[src/rtl/riscv_defines.sv]
// Shared RISC-V widths and the default boot address used by the front end.
package riscv_defines;

  localparam int unsigned RISCV_WORD_WIDTH = 32;
  localparam int unsigned RISCV_ADDR_WIDTH = 32;
  localparam logic [RISCV_ADDR_WIDTH-1:0] RISCV_BOOT_ADDR = 32'h0000_0000;

endpackage

[src/rtl/fetch_fifo.sv]
// Small circular buffer holding fetched {address, word} pairs.
// It accepts a push while full if a pop happens in the same cycle. Flush empties it in one cycle.
module fetch_fifo #(
  parameter int unsigned DEPTH = 2,
  parameter int unsigned WIDTH = 64,
  localparam int unsigned CW = $clog2(DEPTH + 1)
) (
  input  logic             clk,
  input  logic             rst,
  input  logic             flush_i,
  input  logic             push_i,
  input  logic [WIDTH-1:0] data_i,
  input  logic             pop_i,
  output logic [WIDTH-1:0] data_o,
  output logic             empty_o,
  output logic [CW-1:0]    count_o
);

  localparam int unsigned PW = (DEPTH > 1) ? $clog2(DEPTH) : 1;

  logic [WIDTH-1:0] mem_q [DEPTH];
  logic [PW-1:0]    rd_q, wr_q;
  logic [CW-1:0]    count_q;
  logic             do_push, do_pop;

  function automatic logic [PW-1:0] next_ptr(input logic [PW-1:0] p);
    return (p == PW'(DEPTH - 1)) ? '0 : p + PW'(1);
  endfunction

  assign do_pop  = pop_i && (count_q != '0);
  assign do_push = push_i && ((count_q != CW'(DEPTH)) || do_pop);

  assign data_o  = mem_q[rd_q];
  assign empty_o = (count_q == '0);
  assign count_o = count_q;

  always_ff @(posedge clk) begin
    if (do_push) mem_q[wr_q] <= data_i;
  end

  always_ff @(posedge clk or posedge rst) begin
    if (rst) begin
      rd_q    <= '0;
      wr_q    <= '0;
      count_q <= '0;
    end else if (flush_i) begin
      rd_q    <= '0;
      wr_q    <= '0;
      count_q <= '0;
    end else begin
      if (do_push) wr_q <= next_ptr(wr_q);
      if (do_pop)  rd_q <= next_ptr(rd_q);
      count_q <= count_q + CW'(do_push) - CW'(do_pop);
    end
  end

endmodule

[src/rtl/fetch_stage.sv]
// Instruction fetch stage: issues word fetches, buffers the in-order responses and
// presents them to the decoder. Redirects turn every in-flight response stale.
module fetch_stage
  import riscv_defines::*;
#(
  parameter logic [RISCV_ADDR_WIDTH-1:0] BOOT_ADDR  = RISCV_BOOT_ADDR,
  parameter int unsigned                 FIFO_DEPTH = 2
) (
  input  logic                        clk,
  input  logic                        rst,
  output logic                        instr_req_o,
  output logic [RISCV_ADDR_WIDTH-1:0] instr_addr_o,
  input  logic                        instr_gnt_i,
  input  logic                        instr_rvalid_i,
  input  logic [RISCV_WORD_WIDTH-1:0] instr_rdata_i,
  output logic [RISCV_WORD_WIDTH-1:0] instr_o,
  output logic [RISCV_ADDR_WIDTH-1:0] instr_addr_o_dec,
  output logic                        instr_valid_o,
  input  logic                        instr_ready_i,
  input  logic                        multi_cycle_i,
  output logic                        cycle_counter_o,
  input  logic                        redirect_i,
  input  logic [RISCV_ADDR_WIDTH-1:0] redirect_addr_i
);

  localparam int unsigned AW = RISCV_ADDR_WIDTH;
  localparam int unsigned WW = RISCV_WORD_WIDTH;
  localparam int unsigned EW = WW + AW;
  localparam int unsigned CW = $clog2(FIFO_DEPTH + 1);
  localparam logic [CW-1:0] DEPTH_C = CW'(FIFO_DEPTH);

  logic [AW-1:0] pc_q, pc_d, rsp_pc_q, rsp_pc_d, redirect_target;
  logic [CW-1:0] outstanding_q, outstanding_d, stale_q, stale_d, fifo_count;
  logic          cycle_q, cycle_d;
  logic          grant, rsp, rsp_keep, fire, hold, pop;
  logic          fifo_empty;
  logic [EW-1:0] fifo_wdata, fifo_rdata;
  logic [CW:0]   inflight;

  assign redirect_target = redirect_addr_i & ~AW'(3);
  assign inflight        = {1'b0, outstanding_q} + {1'b0, fifo_count};

  assign instr_req_o  = !rst && !redirect_i && (inflight < {1'b0, DEPTH_C});
  assign instr_addr_o = pc_q;

  // A grant seen during a redirect still belongs to an issued request, so it is counted as stale.
  assign grant    = instr_gnt_i && (instr_req_o || redirect_i);
  assign rsp      = instr_rvalid_i && (outstanding_q != '0);
  assign rsp_keep = rsp && (stale_q == '0) && !redirect_i;

  assign fire = instr_valid_o && instr_ready_i && !redirect_i;
  assign hold = fire && !cycle_q && multi_cycle_i;
  assign pop  = fire && !hold;

  always_comb begin
    outstanding_d = outstanding_q;
    if (grant && !rsp && (outstanding_q != DEPTH_C)) outstanding_d = outstanding_q + CW'(1);
    else if (rsp && !grant)                           outstanding_d = outstanding_q - CW'(1);
  end

  always_comb begin
    stale_d = stale_q;
    if (redirect_i)                  stale_d = outstanding_d;
    else if (rsp && stale_q != '0)   stale_d = stale_q - CW'(1);
  end

  // rsp_pc tracks the address of the next non-stale response, which lets the FIFO store addresses.
  always_comb begin
    pc_d     = pc_q;
    rsp_pc_d = rsp_pc_q;
    if (redirect_i) begin
      pc_d     = redirect_target;
      rsp_pc_d = redirect_target;
    end else begin
      if (grant)    pc_d     = pc_q + AW'(4);
      if (rsp_keep) rsp_pc_d = rsp_pc_q + AW'(4);
    end
  end

  always_comb begin
    cycle_d = cycle_q;
    if (redirect_i) cycle_d = 1'b0;
    else if (hold)  cycle_d = 1'b1;
    else if (pop)   cycle_d = 1'b0;
  end

  always_ff @(posedge clk or posedge rst) begin
    if (rst) begin
      pc_q          <= BOOT_ADDR;
      rsp_pc_q      <= BOOT_ADDR;
      outstanding_q <= '0;
      stale_q       <= '0;
      cycle_q       <= 1'b0;
    end else begin
      pc_q          <= pc_d;
      rsp_pc_q      <= rsp_pc_d;
      outstanding_q <= outstanding_d;
      stale_q       <= stale_d;
      cycle_q       <= cycle_d;
    end
  end

  assign fifo_wdata = {rsp_pc_q, instr_rdata_i};

  fetch_fifo #(
    .DEPTH (FIFO_DEPTH),
    .WIDTH (EW)
  ) u_fifo (
    .clk     (clk),
    .rst     (rst),
    .flush_i (redirect_i),
    .push_i  (rsp_keep),
    .data_i  (fifo_wdata),
    .pop_i   (pop),
    .data_o  (fifo_rdata),
    .empty_o (fifo_empty),
    .count_o (fifo_count)
  );

  assign instr_valid_o    = !fifo_empty;
  assign instr_o          = fifo_empty ? '0 : fifo_rdata[WW-1:0];
  assign instr_addr_o_dec = fifo_empty ? '0 : fifo_rdata[EW-1:WW];
  assign cycle_counter_o  = cycle_q;

endmodule

[config.mk]
export PLATFORM = sky130hd
export DESIGN_NAME = fetch_stage
export DESIGN_NICKNAME = d
export VERILOG_FILES = /design/src/rtl/riscv_defines.sv /design/src/rtl/fetch_fifo.sv /design/src/rtl/fetch_stage.sv
export SDC_FILE = /design/constraint.sdc
export NUM_CORES = 1
export LEC_CHECK = 0
export CORE_ASPECT_RATIO = 0.75
export CORE_MARGIN = 8
export CORE_UTILIZATION = 45
export CTS_BUF_LIST = sky130_fd_sc_hd__clkbuf_4 sky130_fd_sc_hd__clkbuf_8 sky130_fd_sc_hd__clkbuf_16
export DETAILED_ROUTE_END_ITERATION = 6
export GPL_TIMING_DRIVEN = 0
export PLACE_DENSITY = 0.78
export SLEW_MARGIN = 20
export SYNTH_ARGS = -nofsm -noshare
export SYNTH_HDL_FRONTEND = slang
export SYNTH_SLANG_ARGS = --single-unit
[constraint.sdc]
create_clock -name clk -period 5.4 [get_ports clk]
set_input_delay 0.54 -clock clk [delete_from_list [all_inputs] [get_ports clk]]
set_output_delay 0.54 -clock clk [all_outputs]
set_load 0.01 [all_outputs]
==> flow_summary.toml <==
[outcome]
status = "finished clean"

[synthesis]
synth_edf_count = 124
ys_seq_area_share_pct = 61.9
ys_dominant_reg_cell = "edfxtp_1"
syn-cell-area_mm2 = 0.00881
ys_ff_latch = 193
syn_avg_cell_area_um2 = 12.1
ys_types = 58
synth_cells = 728
ys_async_sr_fraction_pct = 35.8
ys_warn_count = 0

[cells_and_area]
drive_gt1_share_pct = 6.24
diodes = 0
mostFrequentLayoutCells = "162 x clkdlybuf4s50_1, 124 x edfxtp_1, 90 x nor2_1"
multi_input_area_mm2 = 0.00312
fin_nets = 994
stdcell_count = 1182
syn2layout_area_growth_pct = 30.3
final_area_mm2 = 0.0115
postLayoutCoreUtil_pct = 59.6
layout_commonest_cell = "clkdlybuf4s50_1"
nFillCells = 1530
seq_area_mm2 = 0.00545

[clock_network]
cts_inserted_buffers = 17
post_cts_buffers = 0
postCtsResizedCells = 0
clock-sinks = 193
clock_path_buffers = 2
clkTransAtPathRegs_ns = 0.07
h-tree-depth = 4
clock_latency_ns = 0.43
postCtsHoldBufs = 0
root_buffer = "clkbuf_16"
cts_tree = "yes"

[timing]
fin_hold_ws_ns = 0.511
slew_headroom_pct = 39.4
finalWorstSetupSlack_ns = 1.89
fin_crit_ns = 3.51
hold_viol_final = 0
slew_violations = 0
tightestPinTransition_ns = 0.906
fmax_mhz = 285
rsz0062_at_grt = "no"
period_share_pct = 64.9
finClkSkew_ns = 0.00818
setup_viol = 0

[worst_hold_path]
hp-class = "in -> reg"
min-delay-start = "instr_gnt_i"
hold_path_depth = 3
min_to = "instr_addr_o[6]"

[worst_setup_path]
reg2reg_from = "u_fifo.count_o[0]"
critPathMaxFanout = 9
cp-start-kind = "flop"
crit_type = "reg -> out"
r2r-end = "instr_addr_o[20]"
end_kind = "output pin"
reg2regPathDepth = 9
worstPathRequired_ns = 4.86
rrSetupSlack_ns = 2.43
cp.arrival_ns = 2.97

[place]
portBuffers = 162
gp_congestion = 0.916
dp_cells = 1150
place_area_mm2 = 0.0109
dp_hpwl_mm = 16.5
post-place-ws_ns = 1.72

[routing]
routed_wl_mm = 22.9
drt-initial-drc-count = 641
via_per_inst = 5.69
first_pass_iters = 5
drc = 0
num_vias = 6720
antenna_left = 0
wl_per_cell_um = 19.4

[power]
peakVddDrop_uv = 197
leakagePower_nw = 3.91
powerDensity_mw_per_mm2 = 329

[grt]
use_met3_pct = 5.45
grt_usage_pct = 18.4
top_usage_layer = "met2"
grt_use_met2_pct = 27.7
grt_pass1_vias = 6290
grt_max_degree = 53
grt_util_met1_pct = 25.8
antenna_found_initial = 0
grt_pass1_wl_mm = 34.8
grt_overflow_total = 0

[die]
fp.dieArea_mm2 = 0.0244
num_rows = 44
core_region_area_mm2 = 0.0193
ioPinCount = 170
die_h_um = 137
start_util_pct = 45.7
die_x_um = 178

[flow_run]
cap_viol_max_count = 0
## critical path, stage by stage, from the launching register on
cell and delay (ns):
dfrtp_1 0.40, inv_1 0.11, nor2_1 0.16, fa_1 0.48, or4_1 0.48, buf_2 0.19, inv_2 0.15, clkdlybuf4s50_1 0.57
## state kept, by name, summed over array words and instances, names as in the netlist
name	flops
cycle_counter_o	1
instr_addr_o	30
outstanding_q	2
rsp_pc_q	30
stale_q	2
u_fifo.count_o	2
u_fifo.mem_q	124
u_fifo.rd_q	1
u_fifo.wr_q	1
## final cells by class
type / count / share of cell area (%)
sequential: 193 / 47.5
buffer: 44 / 1.68
clock buffer: 18 / 3.77
tap: 253 / 2.76
multi-input combinational: 477 / 27.2
timing repair buffer: 166 / 15.0
inverter: 17 / 0.578
clock inverter: 14 / 1.48
## stage by stage
step           power, W  TNS [ns]
2_1_floorplan   0.00219         0
3_3_place_gp    0.00252    -82.64
3_5_place_dp    0.00254         0
4_1_cts         0.00380         0
5_1_grt         0.00394         0
6_report        0.00378         0
## worst max-delay path by stage
stage                           to              start
2_1_floorplan   u_fifo.mem_q[0][0]      multi_cycle_i
3_3_place_gp   u_fifo.mem_q[0][16]      instr_ready_i
3_5_place_dp     u_fifo.count_o[1]         redirect_i
4_1_cts                instr_req_o  u_fifo.count_o[0]
5_1_grt                instr_req_o  u_fifo.count_o[0]
6_report               instr_req_o  u_fifo.count_o[0]
## cell families after synthesis
| kind of cell | count (synthesis) | share of synthesized area (%) |
|---|---|---|
| mux | 66 | 7.50 |
| flops | 193 | 61.9 |
| buf+inv | 61 | 2.91 |
| xor+xnor | 17 | 1.69 |
| simple gates | 267 | 15.6 |
| compound gates | 116 | 9.36 |
| other cells | 1 | 0.0426 |
| fa+ha+maj | 7 | 1.08 |
## cells in the mapped netlist, drive strengths merged (15+ instances only)
| cell type | count | area [µm²] |
|---|---|---|
| a31oi | 15 | 93.8 |
| clkbuf | 30 | 113 |
| dfrtp | 69 | 1730 |
| edfxtp | 124 | 3720 |
| inv | 16 | 60.1 |
| mux2i | 66 | 661 |
| nand2 | 54 | 203 |
| nand3 | 28 | 140 |
| nand4 | 16 | 113 |
| nor2 | 90 | 338 |
| o21ai | 20 | 100 |
| o311ai | 18 | 158 |
| o31ai | 15 | 113 |
| or4 | 25 | 191 |
## power by group
part,internal (W),total (W),switching [W]
Combinational,0.000348,0.000723,0.000375
Clock,0.000668,0.00126,0.000594
Sequential,0.00169,0.00180,0.000106
## per-layer routing
metal,up-vias,wire length (µm)
li1,3139,-
met1,3217,10200
met2,341,10100
met3,23,2290
met4,0,250
met5,-,0
(Power assumes the default switching activity.)
